<file path="config.mk">
export PLATFORM = sky130hd
export DESIGN_NAME = fft2d_peak_finder
export DESIGN_NICKNAME = d
export VERILOG_FILES = /design/src/rtl/fft2d_peak_finder.sv
export SDC_FILE = /design/constraint.sdc
export NUM_CORES = 1
export LEC_CHECK = 0
export CAP_MARGIN = 20
export CORE_MARGIN = 2
export CORE_UTILIZATION = 35
export DETAILED_ROUTE_END_ITERATION = 8
export PLACE_DENSITY_LB_ADDON = 0.2
export SLEW_MARGIN = 0
export SYNTH_ARGS = -nofsm -noshare
export SYNTH_HDL_FRONTEND = slang
export SYNTH_SLANG_ARGS = --single-unit
export TNS_END_PERCENT = 20
</file>
<file path="constraint.sdc">
create_clock -name clk -period 2.5 [get_ports clk]
set_input_delay 0.5 -clock clk [delete_from_list [all_inputs] [get_ports clk]]
set_output_delay 0.5 -clock clk [all_outputs]
set_load 0.01 [all_outputs]
</file>
<file path="src/rtl/fft2d_peak_finder.sv">
// Streaming peak finder for one 32x32 FFT frame (1024 row-major bins): peak magnitude, its index, count over threshold.
// Latency: result valid on the 2nd edge after the edge that captures bin 1023 (stage 1 mag, stage 2 compare, then load).
// Input is never stalled; a result still unaccepted when the next one loads is overwritten and flagged by sticky overrun.
// Optional macro SQ_MAG_EN: squared magnitude (38-bit) instead of L1 magnitude (20-bit).
module fft2d_peak_finder #(
  parameter int FRAME_LEN = 1024,
  parameter int IDX_W     = 10,
`ifdef SQ_MAG_EN
  localparam int MAG_W    = 38
`else
  localparam int MAG_W    = 20
`endif
) (
  input  logic              clk,
  input  logic              rst_n,
  input  logic              in_valid,
  input  logic signed [18:0] in_r,
  input  logic signed [18:0] in_i,
  input  logic [MAG_W-1:0]  thresh,
  output logic              res_valid,
  input  logic              res_ready,
  output logic [MAG_W-1:0]  peak_mag,
  output logic [IDX_W-1:0]  peak_idx,
  output logic [10:0]       over_cnt,
  output logic              overrun,
  output logic              frm_err,
  output logic              busy
);

  typedef enum logic [1:0] {
    ST_IDLE  = 2'd0,
    ST_ACC   = 2'd1,
    ST_FLUSH = 2'd2
  } state_t;

  localparam logic [IDX_W-1:0] LAST_IDX = IDX_W'(FRAME_LEN - 1);

  state_t             state_q, state_d;
  logic [IDX_W-1:0]   cnt_q, cnt_d;
  logic [MAG_W-1:0]   thr_q, thr_d;
  logic               load_q, load_d;
  logic               frm_err_q, frm_err_d;

  // Stage 1: registered magnitude and bin index.
  logic               s1_vld_q, s1_vld_d;
  logic               s1_first_q, s1_first_d;
  logic [MAG_W-1:0]   s1_mag_q, s1_mag_d;
  logic [IDX_W-1:0]   s1_idx_q, s1_idx_d;

  // Stage 2: running maximum and threshold count of the current frame.
  logic [MAG_W-1:0]   max_q, max_d;
  logic [IDX_W-1:0]   max_idx_q, max_idx_d;
  logic [10:0]        over_q, over_d;

  // Result port registers.
  logic               res_valid_q, res_valid_d;
  logic [MAG_W-1:0]   peak_mag_q, peak_mag_d;
  logic [IDX_W-1:0]   peak_idx_q, peak_idx_d;
  logic [10:0]        over_cnt_q, over_cnt_d;
  logic               overrun_q, overrun_d;

  logic [MAG_W-1:0]   mag_c;
  logic               gt_thr;

`ifdef SQ_MAG_EN
  logic signed [37:0] r_ext, i_ext, sq_r, sq_i;

  // Squared magnitude: signed products are non-negative, so their sum fits 38 bits unsigned.
  always_comb begin
    r_ext = 38'(in_r);
    i_ext = 38'(in_i);
    sq_r  = r_ext * r_ext;
    sq_i  = i_ext * i_ext;
    mag_c = $unsigned(sq_r) + $unsigned(sq_i);
  end
`else
  logic [18:0] in_r_u, in_i_u, abs_r, abs_i;

  // L1 magnitude: two's-complement negate into 19-bit unsigned, so -2^18 maps to 2^18.
  always_comb begin
    in_r_u = $unsigned(in_r);
    in_i_u = $unsigned(in_i);
    abs_r  = in_r[18] ? (~in_r_u + 19'd1) : in_r_u;
    abs_i  = in_i[18] ? (~in_i_u + 19'd1) : in_i_u;
    mag_c  = {1'b0, abs_r} + {1'b0, abs_i};
  end
`endif

  // Frame FSM: start detection, sample counting, abort and flush sequencing.
  always_comb begin
    state_d    = state_q;
    cnt_d      = cnt_q;
    thr_d      = thr_q;
    load_d     = 1'b0;
    frm_err_d  = 1'b0;
    s1_vld_d   = 1'b0;
    s1_first_d = 1'b0;
    case (state_q)
      ST_IDLE: begin
        if (in_valid) begin
          state_d    = ST_ACC;
          cnt_d      = IDX_W'(1);
          thr_d      = thresh;
          s1_vld_d   = 1'b1;
          s1_first_d = 1'b1;
        end
      end
      ST_ACC: begin
        if (in_valid) begin
          s1_vld_d = 1'b1;
          cnt_d    = cnt_q + IDX_W'(1);
          if (cnt_q == LAST_IDX) begin
            state_d = ST_FLUSH;
          end
        end else begin
          // Short frame: drop it; the next start re-initialises stage 2.
          frm_err_d = 1'b1;
          state_d   = ST_IDLE;
        end
      end
      ST_FLUSH: begin
        // Any sample arriving here is ignored; IDLE picks up a still-high in_valid next cycle.
        load_d  = 1'b1;
        state_d = ST_IDLE;
      end
      default: begin
        state_d = ST_IDLE;
      end
    endcase
  end

  // Stage 1 capture: the first sample of a frame is always bin 0.
  always_comb begin
    s1_mag_d = mag_c;
    s1_idx_d = (state_q == ST_IDLE) ? '0 : cnt_q;
  end

  // Stage 2: strict greater-than keeps the earliest bin on ties; first sample seeds the frame.
  always_comb begin
    max_d     = max_q;
    max_idx_d = max_idx_q;
    over_d    = over_q;
    gt_thr    = (s1_mag_q > thr_q);
    if (s1_vld_q) begin
      if (s1_first_q) begin
        max_d     = s1_mag_q;
        max_idx_d = s1_idx_q;
        over_d    = {10'd0, gt_thr};
      end else begin
        if (s1_mag_q > max_q) begin
          max_d     = s1_mag_q;
          max_idx_d = s1_idx_q;
        end
        over_d = over_q + {10'd0, gt_thr};
      end
    end
  end

  // Result port: acceptance clears, a load overwrites; overrun only if the old result was not taken.
  always_comb begin
    res_valid_d = res_valid_q;
    peak_mag_d  = peak_mag_q;
    peak_idx_d  = peak_idx_q;
    over_cnt_d  = over_cnt_q;
    overrun_d   = overrun_q;
    if (res_valid_q && res_ready) begin
      res_valid_d = 1'b0;
      overrun_d   = 1'b0;
    end
    if (load_q) begin
      res_valid_d = 1'b1;
      peak_mag_d  = max_q;
      peak_idx_d  = max_idx_q;
      over_cnt_d  = over_q;
      if (res_valid_q && !res_ready) begin
        overrun_d = 1'b1;
      end
    end
  end

  // State, pipeline and result registers with asynchronous reset.
  always_ff @(posedge clk or negedge rst_n) begin
    if (!rst_n) begin
      state_q     <= ST_IDLE;
      cnt_q       <= '0;
      thr_q       <= '0;
      load_q      <= 1'b0;
      frm_err_q   <= 1'b0;
      s1_vld_q    <= 1'b0;
      s1_first_q  <= 1'b0;
      s1_mag_q    <= '0;
      s1_idx_q    <= '0;
      max_q       <= '0;
      max_idx_q   <= '0;
      over_q      <= '0;
      res_valid_q <= 1'b0;
      peak_mag_q  <= '0;
      peak_idx_q  <= '0;
      over_cnt_q  <= '0;
      overrun_q   <= 1'b0;
    end else begin
      state_q     <= state_d;
      cnt_q       <= cnt_d;
      thr_q       <= thr_d;
      load_q      <= load_d;
      frm_err_q   <= frm_err_d;
      s1_vld_q    <= s1_vld_d;
      s1_first_q  <= s1_first_d;
      s1_mag_q    <= s1_mag_d;
      s1_idx_q    <= s1_idx_d;
      max_q       <= max_d;
      max_idx_q   <= max_idx_d;
      over_q      <= over_d;
      res_valid_q <= res_valid_d;
      peak_mag_q  <= peak_mag_d;
      peak_idx_q  <= peak_idx_d;
      over_cnt_q  <= over_cnt_d;
      overrun_q   <= overrun_d;
    end
  end

  assign res_valid = res_valid_q;
  assign peak_mag  = peak_mag_q;
  assign peak_idx  = peak_idx_q;
  assign over_cnt  = over_cnt_q;
  assign overrun   = overrun_q;
  assign frm_err   = frm_err_q;
  assign busy      = (state_q == ST_ACC) || (state_q == ST_FLUSH);

endmodule
</file>
==> flow_summary.ini <==
[global_route]
grt_max_degree = 52
grt_pass1_wl_um = 31600
grt_usage = 0.162
gr-total-overflow = 0
antenna_found_initial = 0
grt_pass1_vias = 6694

[drt]
drc = 0
initialDrtViolationCount = 202
dr.pass1.iters = 4
routedWlPerCell_um = 14.1
via_per_inst = 4.73
routed-via-count = 6526
routed_wl_um = 19500
drt.antenna.violating_nets = 0

[finish]
nFillCells = 1984
multi_input_comb_area_um2 = 4740
fin_cells = 1380
fin_nets = 1184
drive_above_1_share = 0.340
regArea_um2 = 3760
diodes = 0
area_growth_syn_to_layout_pct = 50.8

[sta]
maxSlewViolCount = 0
fin_ws_ps = -354
slew_headroom = 0.323
rsz0062_at_grt = true
fin_crit_sh = 1.14
period_needed_ps = 2850
final-hold-violation-count = 0
setup_violations = 48
fmaxAchievable_mhz = 350
worst_pin_slew_ps = 1020
tns_ps = -10830
finClkSkew_ps = 7.03

[floorplanning]
die_area_um2 = 24500
die_h_um = 157
rows = 55
pin_count = 107
initial_core_util = 0.358
die_w_um = 157
fp.coreArea_um2 = 22800

[cts]
path_clk_slew_ps = 60
h-tree-depth = 4
clock_sinks = 150
clock_path_buffers = 2
holdBufCountCts = 0
cts-root-buf = clkbuf_16
cts_tree = built
cts_made_buffers = 17
worstSkewPairLatency_ps = 430

[critical_path]
critical_path.max_fanout = 3
required_ps = 2830
reg2reg_to = max_q[2]
crit_arrival_ps = 3180
reg2regPathDepth = 11
startpoint_type = input port
worstSetupEndpointType = flop
r2r_slack_ps = -280
path_class = in -> reg
rr_startpoint = s1_mag_q[13]

[synthesis]
synthTopCellsByCount = dfrtp_1, nand2_1, ha_1
synth_edf_count = 0
async_flop_share = 1.00
synth-seq-cells = 150
ys_seq_area_frac = 0.460
syn_nets = 900
ys.flop_type = dfrtp_1
yosys-top-cells-area = dfrtp_1, ha_1, mux2_2
syn_area_per_cell_um2 = 10.6
netlist.area_leader.share = 0.460
ys_types = 58
yosys.area.top_type = dfrtp_1
yosysMostFrequentCell = dfrtp_1
yosys_warnings = 0
netlist_instances = 770
syn_area_um2 = 8160

[placed_design]
port_buffers = 106
gp_congestion = 0.810
dp_hpwl_um = 14100
placed_cells = 1327

[pwr]
power_uw = 10700
leakagePower_uw = 0.00576
power_density_nw_per_um2 = 866
peakVddDrop_uv = 510

[flow_run]
drv_cap = 0

[status]
status = finished, violations left
violations = setup timing

[worst_hold_path]
min_path_type = in -> async
[final cells by class]
cell class                      count  share of cell area
Multi-Input combinational cell    536               0.385
Timing Repair Buffer              286               0.206
Clock inverter                     11              0.0140
Inverter                           63              0.0192
Clock buffer                       21              0.0383
Sequential cell                   150               0.305
Tap cell                          313              0.0318
[report_power, final]
group | internal (uW) | total, uW | switching, uW
Clock | 1750 | 2750 | 999
Combinational | 2370 | 4530 | 2160
Sequential | 3000 | 3370 | 376
Total | 7120 | 10700 | 3530
[worst max path at each step]
| stage | from | end | slack [ps] | depth (start not counted) |
|---|---|---|---|---|
| 6_report | in_r[8] | s1_mag_q[17] | -350 | 11 |
| 5_1_grt | in_r[5] | s1_mag_q[17] | -430 | 14 |
| 4_1_cts | in_i[2] | s1_mag_q[17] | -330 | 12 |
| 3_5_place_dp | in_r[4] | s1_mag_q[17] | -1120 | 14 |
| 3_3_place_gp | in_r[4] | s1_mag_q[18] | -1130 | 15 |
| 2_1_floorplan | in_i[1] | s1_mag_q[16] | -500 | 12 |
[flip-flops by register name, indices dropped and copies added (netlist names), named ones only]
name and flops:
s1_idx_q 10, state_q 2, thr_q 20, over_cnt 11, load_q 1, frm_err 1, res_valid 1, s1_vld_q 1
cnt_q 10, max_q 20, max_idx_q 10, peak_mag 20, s1_mag_q 20, over_q 11, s1_first_q 1, peak_idx 10
[repair_timing]
action | in CTS | in global routing
gates resized for setup | 110 | 66
gates cloned | 1 | 0
setup endpoints to repair | 55 | 53
buffers inserted | 14 | 8
hold endpoints to repair | 0 | 0
pin swaps | 56 | 35
[kinds of logic after synthesis]
kind of cell	count (synthesis)	synth area share
fa+ha+maj	68	0.105
xor+xnor	51	0.0548
mux	76	0.104
compound gates	152	0.116
flops	150	0.460
buf+inv	84	0.0400
simple gates	189	0.119
[layout by cell type, fill, tap and decap left out, types with 10 or more instances in the layout]
cell type,Yosys,final
nand2_1,72,65
mux2_4,0,14
xor2_1,10,10
a21o_1,11,11
nand3_1,13,11
nand4_1,14,14
o21ai_1,25,21
nor2b_1,17,17
a21oi_1,39,27
xnor2_1,41,39
clkdlybuf4s50_1,0,90
ha_1,67,55
buf_6,0,21
nor2_1,24,18
o21ai_0,31,28
mux2_1,32,18
mux2_2,41,41
a21oi_2,0,10
dfrtp_1,150,148
clkbuf_16,0,17
buf_4,3,156
inv_1,63,62
[per-stage QoR]
step,hold slack [ps],util,cell area (um^2),setup slack (ps)
floorplan,204,-,8160,-500
global placement,442,0.473,10800,-1130
detailed placement,449,0.473,10800,-1120
CTS,30.8,0.523,11900,-328
global route,39.7,0.540,12300,-433
finish,15.4,0.540,12300,-354
[worst max-delay path: stages]
cell and delay [ps]:
clkdlybuf4s50_1 470, nor3_4 310, nand3_4 130, o41ai_4 340
xnor2_1 120, ha_1 320, nand4_1 240, a21oi_4 220
o21ai_4 90, a31oi_2 190, xor2_1 230
[metal layers]
metal	routed length, um	global-route usage
met3	714	0.0338
met1	8640	0.197
met5	0	0
met4	434	0.0603
met2	9690	0.281
No activity file was read; power rests on OpenSTA's default activity.
